<file path="src/rtl/uart_pixel_tx_pkg.sv">
// Shared types and defaults for the pixel UART transmitter and its FIFO.
package definitions_pkg;

  typedef enum logic [2:0] {TX_IDLE, TX_START, TX_DATA, TX_STOP, TX_GAP} uart_tx_state_t;

  typedef logic [7:0] pixel_t;

  localparam int UART_CLKS_PER_BIT = 32;

endpackage

</file>
<file path="src/rtl/uart_pixel_tx_fifo.sv">
// Synchronous circular pixel buffer with first-word fall-through read data.
module pixel_fifo
  import definitions_pkg::*;
#(
  parameter int DEPTH = 16
) (
  input  logic                         clk,
  input  logic                         rst,
  input  logic                         push,
  input  logic                         pop,
  input  pixel_t                       wdata,
  output pixel_t                       rdata,
  output logic                         full,
  output logic                         empty,
  output logic [$clog2(DEPTH+1)-1:0]   count
);

  localparam int PTR_W = $clog2(DEPTH);
  localparam int CNT_W = $clog2(DEPTH + 1);

  pixel_t             mem_q [DEPTH];
  logic [PTR_W-1:0]   wr_ptr_q, wr_ptr_d;
  logic [PTR_W-1:0]   rd_ptr_q, rd_ptr_d;
  logic [CNT_W-1:0]   count_q, count_d;

  // Pointer and occupancy next-state; pointers wrap because DEPTH is a power of 2.
  always_comb begin
    wr_ptr_d = wr_ptr_q;
    rd_ptr_d = rd_ptr_q;
    count_d  = count_q;
    if (push) begin
      wr_ptr_d = wr_ptr_q + PTR_W'(1);
    end else begin
      wr_ptr_d = wr_ptr_q;
    end
    if (pop) begin
      rd_ptr_d = rd_ptr_q + PTR_W'(1);
    end else begin
      rd_ptr_d = rd_ptr_q;
    end
    case ({push, pop})
      2'b10:   count_d = count_q + CNT_W'(1);
      2'b01:   count_d = count_q - CNT_W'(1);
      default: count_d = count_q;
    endcase
  end

  // Control state registers; reset flushes the buffer.
  always_ff @(posedge clk) begin
    if (rst) begin
      wr_ptr_q <= PTR_W'(0);
      rd_ptr_q <= PTR_W'(0);
      count_q  <= CNT_W'(0);
    end else begin
      wr_ptr_q <= wr_ptr_d;
      rd_ptr_q <= rd_ptr_d;
      count_q  <= count_d;
    end
  end

  // Storage array, written on push only.
  always_ff @(posedge clk) begin
    if (push) begin
      mem_q[wr_ptr_q] <= wdata;
    end
  end

  assign rdata = mem_q[rd_ptr_q];
  assign full  = (count_q == CNT_W'(DEPTH));
  assign empty = (count_q == CNT_W'(0));
  assign count = count_q;

endmodule

</file>
<file path="src/rtl/uart_pixel_tx.sv">
// 8N1 UART transmitter for processed pixels, fed from a small pixel FIFO.
module uart_pixel_tx
  import definitions_pkg::*;
#(
  parameter int CLKS_PER_BIT  = UART_CLKS_PER_BIT,
  parameter int FIFO_DEPTH    = 16,
  parameter int IDLE_GAP_BITS = 1
) (
  input  logic                              clk,
  input  logic                              rst,
  input  logic [7:0]                        pixel_data,
  input  logic                              pixel_valid,
  output logic                              pixel_ready,
  output logic                              tx,
  output logic                              busy,
  output logic [$clog2(FIFO_DEPTH+1)-1:0]   fifo_count
);

  localparam int BAUD_W     = $clog2(CLKS_PER_BIT);
  localparam int GAP_CYCLES = IDLE_GAP_BITS * CLKS_PER_BIT;
  localparam int GAP_W      = (GAP_CYCLES > 1) ? $clog2(GAP_CYCLES) : 1;
  localparam logic [BAUD_W-1:0] BAUD_LAST = BAUD_W'(CLKS_PER_BIT - 1);
  localparam logic [GAP_W-1:0]  GAP_LAST  = GAP_W'((GAP_CYCLES > 0) ? GAP_CYCLES - 1 : 0);

  uart_tx_state_t     state_q, state_d;
  logic [BAUD_W-1:0]  baud_q, baud_d;
  logic [2:0]         bit_idx_q, bit_idx_d;
  logic [GAP_W-1:0]   gap_q, gap_d;
  pixel_t             shift_q, shift_d;
  logic               tx_q, tx_d;
  logic               busy_q, busy_d;
  logic               push_s, pop_s, frame_end_s, baud_last_s;
  logic               fifo_full_s, fifo_empty_s;
  pixel_t             fifo_rdata_s;

  assign pixel_ready = !fifo_full_s && !rst;
  assign push_s      = pixel_valid && pixel_ready;

  pixel_fifo #(.DEPTH(FIFO_DEPTH)) u_fifo (
    .clk   (clk),
    .rst   (rst),
    .push  (push_s),
    .pop   (pop_s),
    .wdata (pixel_data),
    .rdata (fifo_rdata_s),
    .full  (fifo_full_s),
    .empty (fifo_empty_s),
    .count (fifo_count)
  );

  // Frame sequencing: tx is computed one cycle ahead so the pin is a flop output.
  always_comb begin
    state_d     = state_q;
    baud_d      = baud_q;
    bit_idx_d   = bit_idx_q;
    gap_d       = gap_q;
    shift_d     = shift_q;
    tx_d        = tx_q;
    pop_s       = 1'b0;
    frame_end_s = 1'b0;
    baud_last_s = (baud_q == BAUD_LAST);
    case (state_q)
      TX_IDLE: begin
        tx_d        = 1'b1;
        frame_end_s = 1'b1;
      end
      TX_START: begin
        if (baud_last_s) begin
          baud_d    = BAUD_W'(0);
          bit_idx_d = 3'd0;
          state_d   = TX_DATA;
          tx_d      = shift_q[0];
        end else begin
          baud_d = baud_q + BAUD_W'(1);
        end
      end
      TX_DATA: begin
        if (baud_last_s) begin
          baud_d    = BAUD_W'(0);
          shift_d   = {1'b0, shift_q[7:1]};
          bit_idx_d = bit_idx_q + 3'd1;
          if (bit_idx_q == 3'd7) begin
            state_d = TX_STOP;
            tx_d    = 1'b1;
          end else begin
            tx_d = shift_q[1];
          end
        end else begin
          baud_d = baud_q + BAUD_W'(1);
        end
      end
      TX_STOP: begin
        if (baud_last_s) begin
          baud_d = BAUD_W'(0);
          if (IDLE_GAP_BITS == 0) begin
            frame_end_s = 1'b1;
          end else begin
            state_d = TX_GAP;
            gap_d   = GAP_W'(0);
          end
        end else begin
          baud_d = baud_q + BAUD_W'(1);
        end
      end
      TX_GAP: begin
        if (gap_q == GAP_LAST) begin
          frame_end_s = 1'b1;
        end else begin
          gap_d = gap_q + GAP_W'(1);
        end
      end
      default: begin
        state_d = TX_IDLE;
        tx_d    = 1'b1;
      end
    endcase
    // The last cycle of a frame doubles as IDLE so queued pixels go out back-to-back.
    if (frame_end_s) begin
      if (!fifo_empty_s) begin
        pop_s   = 1'b1;
        shift_d = fifo_rdata_s;
        baud_d  = BAUD_W'(0);
        state_d = TX_START;
        tx_d    = 1'b0;
      end else begin
        state_d = TX_IDLE;
        tx_d    = 1'b1;
      end
    end else begin
      pop_s = 1'b0;
    end
    busy_d = (state_d != TX_IDLE);
  end

  // FSM, counters, shift register and registered outputs.
  always_ff @(posedge clk) begin
    if (rst) begin
      state_q   <= TX_IDLE;
      baud_q    <= BAUD_W'(0);
      bit_idx_q <= 3'd0;
      gap_q     <= GAP_W'(0);
      shift_q   <= 8'h00;
      tx_q      <= 1'b1;
      busy_q    <= 1'b0;
    end else begin
      state_q   <= state_d;
      baud_q    <= baud_d;
      bit_idx_q <= bit_idx_d;
      gap_q     <= gap_d;
      shift_q   <= shift_d;
      tx_q      <= tx_d;
      busy_q    <= busy_d;
    end
  end

  assign tx   = tx_q;
  assign busy = busy_q;

endmodule

</file>
<file path="config.mk">
export PLATFORM = sky130hd
export DESIGN_NAME = uart_pixel_tx
export DESIGN_NICKNAME = d
export VERILOG_FILES = /design/src/rtl/uart_pixel_tx_pkg.sv /design/src/rtl/uart_pixel_tx_fifo.sv /design/src/rtl/uart_pixel_tx.sv
export SDC_FILE = /design/constraint.sdc
export NUM_CORES = 1
export LEC_CHECK = 0
export CORE_ASPECT_RATIO = 2
export CORE_MARGIN = 4
export CORE_UTILIZATION = 55
export CTS_CLUSTER_DIAMETER = 100
export DETAILED_ROUTE_END_ITERATION = 10
export HOLD_SLACK_MARGIN = 0.1
export PLACE_DENSITY = 0.72
export SYNTH_ARGS = -nofsm -noshare
export SYNTH_HDL_FRONTEND = slang
export SYNTH_SLANG_ARGS = --single-unit
</file>
<file path="constraint.sdc">
create_clock -name clk -period 2.89 [get_ports clk]
set_input_delay 0.289 -clock clk [delete_from_list [all_inputs] [get_ports clk]]
set_output_delay 0.289 -clock clk [all_outputs]
set_load 0.01 [all_outputs]
</file>
==> results of run 1 <==
## per-layer routing
| layer | global-route usage, % | vias to the layer above | routed length, um | part of all wire, % |
|---|---|---|---|---|
| met2 | 38.4 | 57 | 8320 | 60 |
| met5 | 0 | - | 0 | 0 |
| met4 | 8.16 | 0 | 385 | 2.8 |
| li1 | - | 1867 | - | - |
| met1 | 21.2 | 2019 | 4900 | 35 |
| met3 | 3.77 | 29 | 317 | 2.3 |
## cells in the mapped netlist, types with 2 or more instances
cell	n	area [um2]
mux4_2	32	721
nor3b_1	3	22.5
a2bb2oi_1	2	17.5
a22oi_1	15	113
nand2_1	13	48.8
or4b_2	2	20.0
nand2b_1	5	31.3
nor3_1	6	30.0
xor2_1	4	35.0
o41ai_1	2	17.5
a31oi_1	11	68.8
ha_1	15	188
o21ai_0	9	45.0
nand4b_1	2	17.5
nor4bb_1	2	20.0
and3_1	2	12.5
mux2i_1	12	120
buf_1	3	11.3
dfxtp_1	43	861
buf_6	2	22.5
a21boi_0	3	22.5
o21bai_1	2	15.0
a211oi_1	2	15.0
nor2b_1	5	31.3
buf_2	8	40.0
edfxtp_1	128	3840
a21o_1	9	67.6
clkbuf_1	14	52.6
a211o_1	3	26.3
nand3_1	7	35.0
nor2_1	35	131
a21oi_1	14	70.1
or3_1	3	18.8
inv_1	10	37.5
and3b_1	3	26.3
o2111ai_1	2	17.5
xnor2_1	7	61.3
## state kept, by name, summed over array words and instances (netlist names), named ones only
signal           flops
u_fifo.mem_q       128
shift_q              8
u_fifo.wr_ptr_q      4
state_q              3
u_fifo.rd_ptr_q      4
gap_q                5
baud_q               5
u_fifo.count         5
tx                   1
busy                 1
bit_idx_q            3
## stage by stage
step / instance area [um2] / utilization, % / std cells
4_1_cts: 8190 / 65.3 / 664
3_3_place_gp: 7610 / 60.6 / 632
6_report: 8210 / 65.4 / 664
5_1_grt: 8210 / 65.4 / 664
2_1_floorplan: 7100 / - / 455
3_5_place_dp: 7610 / 60.6 / 632
## path summary, 6_finish.rpt
kind,startpoint,endpoint,slack (ns),depth (start not counted)
max,gap_q[0],u_fifo.count[4],0.11,13
min,tx,tx,0.47,1
max reg2reg,gap_q[0],u_fifo.count[4],0.11,13
min reg2reg,tx,tx,0.47,1
## cell type report
type                       count  area, um2
clock buffer                  17        425
clock inverter                15        155
fill                         891       4350
inverter                      11       43.8
multi-input combinational    246       2240
sequential                   171       4710
tap                          150        188
timing repair buffer          54        450
## power groups by stage
stage	registers (mW)	clock network (mW)	logic [mW]
floorplan	2.92	0	0.926
global placement	2.94	0	1.27
detailed placement	2.95	0	1.32
CTS	2.90	2.22	1.33
global route	2.92	2.34	1.46
finish	2.90	2.18	1.33
## cells by family (layout without fill, tap and decap cells)
logic type / after synthesis / in the layout / synth area share [%]
XOR/XNOR: 11 / 11 / 1.36
multiplexers: 45 / 45 / 12.1
AND/OR/NAND/NOR: 94 / 94 / 6.96
flip-flops: 171 / 171 / 66.5
adder cells (fa/ha/maj): 16 / 16 / 2.80
buffers and inverters: 38 / 97 / 2.37
AO/OA/AOI/OAI: 80 / 80 / 7.91
## critical path: cells and delay by family, from the launching register on
family / cells / cell delay (ns)
AND/OR/NAND/NOR: 2 / 0.34
multiplexers: 1 / 0.35
adder cells (fa/ha/maj): 4 / 0.74
buffers and inverters: 1 / 0.06
XOR/XNOR: 1 / 0.14
flip-flops: 1 / 0.32
AO/OA/AOI/OAI: 4 / 0.73
==> summary.txt, run 1 <==
Clocking
  – H-tree depth: 4
  – Clk slew on worst S/H paths: 0.07 ns
  – Worst-Skew Late Latency: 0.42 ns
  – Postcts setup bufs: 0
  – Hold-fix buffers at CTS: 0
  – CTS root buf: clkbuf_16
  – CTS tree: yes
  – Number of buffers created by CTS: 17
  – Clock sinks: 171
  – Resized cells post-CTS: 0
  – Max Root-Sink Buffers: 2

Global route
  – Largest net degree at the start of global routing: 36
  – GRT Overall Usage: 20.3%
  – Initial antenna violation count: 0
  – Vias in the first global route: 4,141
  – First-pass GRT wire length: 22,100 um
  – Grt ovf: 0

Detailed routing
  – DRC viols: 0
  – Antenna viol nets, final: 0
  – Drt total wl: 13,900 um
  – Routed WL per cell: 21.0 um
  – Vias/cell: 5.98
  – Vias: 3,972
  – Initial DRC count: 192
  – First-pass DRT Iterations: 4

Logic synthesis
  – Synthesized area per cell: 15.5 um2
  – Synth Instances: 455
  – Number of synthesized flops with an enable pin: 128
  – Syn Nets: 481
  – Sequential area share after synthesis: 66.5%
  – Cell area after synthesis: 7070 um2
  – Ys flop type: edfxtp_1
  – Synthesis-stage register bit count: 171
  – Distinct cells, synth: 52
  – Asr flop ratio synth: 0%
  – Synth warn: 0

Floorplanning
  – IO Count: 19
  – Die H: 168 um
  – Die W: 88.2 um
  – Die ar.: 14,800 um2
  – Core ar.: 12,600 um2
  – Starting density of the core: 56.3%
  – FP Rows: 58

Place
  – Pre-CTS setup slack: 0.0244 ns
  – Final GP Congestion: 0.842
  – HPWL after detailed placement: 9840 um
  – Port Buffers: 18

Power and ir drop
  – Switching Share: 28.8%
  – Lkg Pwr: 2.78 nW
  – Internal Power: 4.55 mW
  – Peak VDD IR: 0.516 mV
  – Comb power frac: 20.7%
  – Clock share of power: 34.0%
  – Reg power frac: 45.3%
  – PD cells: 780 nW/um2
  – Overall power: 6.40 mW
  – P_sw: 1.85 mW

STA
  – Hold WS: 0.466 ns
  – Setup TNS: 0 ns
  – Tcrit/Tclk final: 96.2%
  – Final setup violating endpoints: 0
  – Fmax achieved: 0.360 GHz
  – Max-slew violations: 0
  – Rel. slew slack: 45.1%
  – Period minus WS final: 2.78 ns
  – RSZ-0062 raised after global routing: no
  – Post-route setup slack: 0.109 ns
  – Final clock skew: 0.00771 ns
  – Tightest Pin Transition: 0.802 ns
  – Final hold violations: 0

Finish
  – N_diodes: 0
  – Layout cells sized above 1: 22.6%
  – Layout Area Growth over Synthesis: 16.1%
  – Commonest cells after routing, fill and taps aside: edfxtp_1 (128), dfxtp_1 (40), buf_4 (36)
  – Commonest non-fill, non-tap cell in the layout: edfxtp_1
  – Final Net Count: 527

Worst setup path
  – Slowest stage delay, CP: 0.35 ns
  – CP max-delay cell: mux2_2
  – Arrival time worst endpoint: 3.09 ns
  – Crit. End Element: flip-flop
  – Critical Path, Cell by Cell: ha_1 > and3_1 > ha_1 > nand2b_4 > o211ai_4 > inv_4 > ha_4 > xor2_1 > ha_2 > a211o_1 > a211o_1 > a31oi_1 > mux2_2
  – Crit path max fanout: 3
  – Worst setup SP type: flip-flop
  – Worst Path Required: 3.20 ns
  – CP Class: flip-flop to flip-flop

Run status
  – Status: completed

Hold path
  – HP Class: flip-flop to flip-flop

Job
  – Max_cap viols: 0
No activity file was read; power rests on OpenSTA's default activity.
==> run 2: changes to the inputs <==
ABC_CLOCK_PERIOD_IN_PS = 2890   (was default)
==> results of run 2 <==
No change in the layout: final DEF, timing and power equal those of run 1.
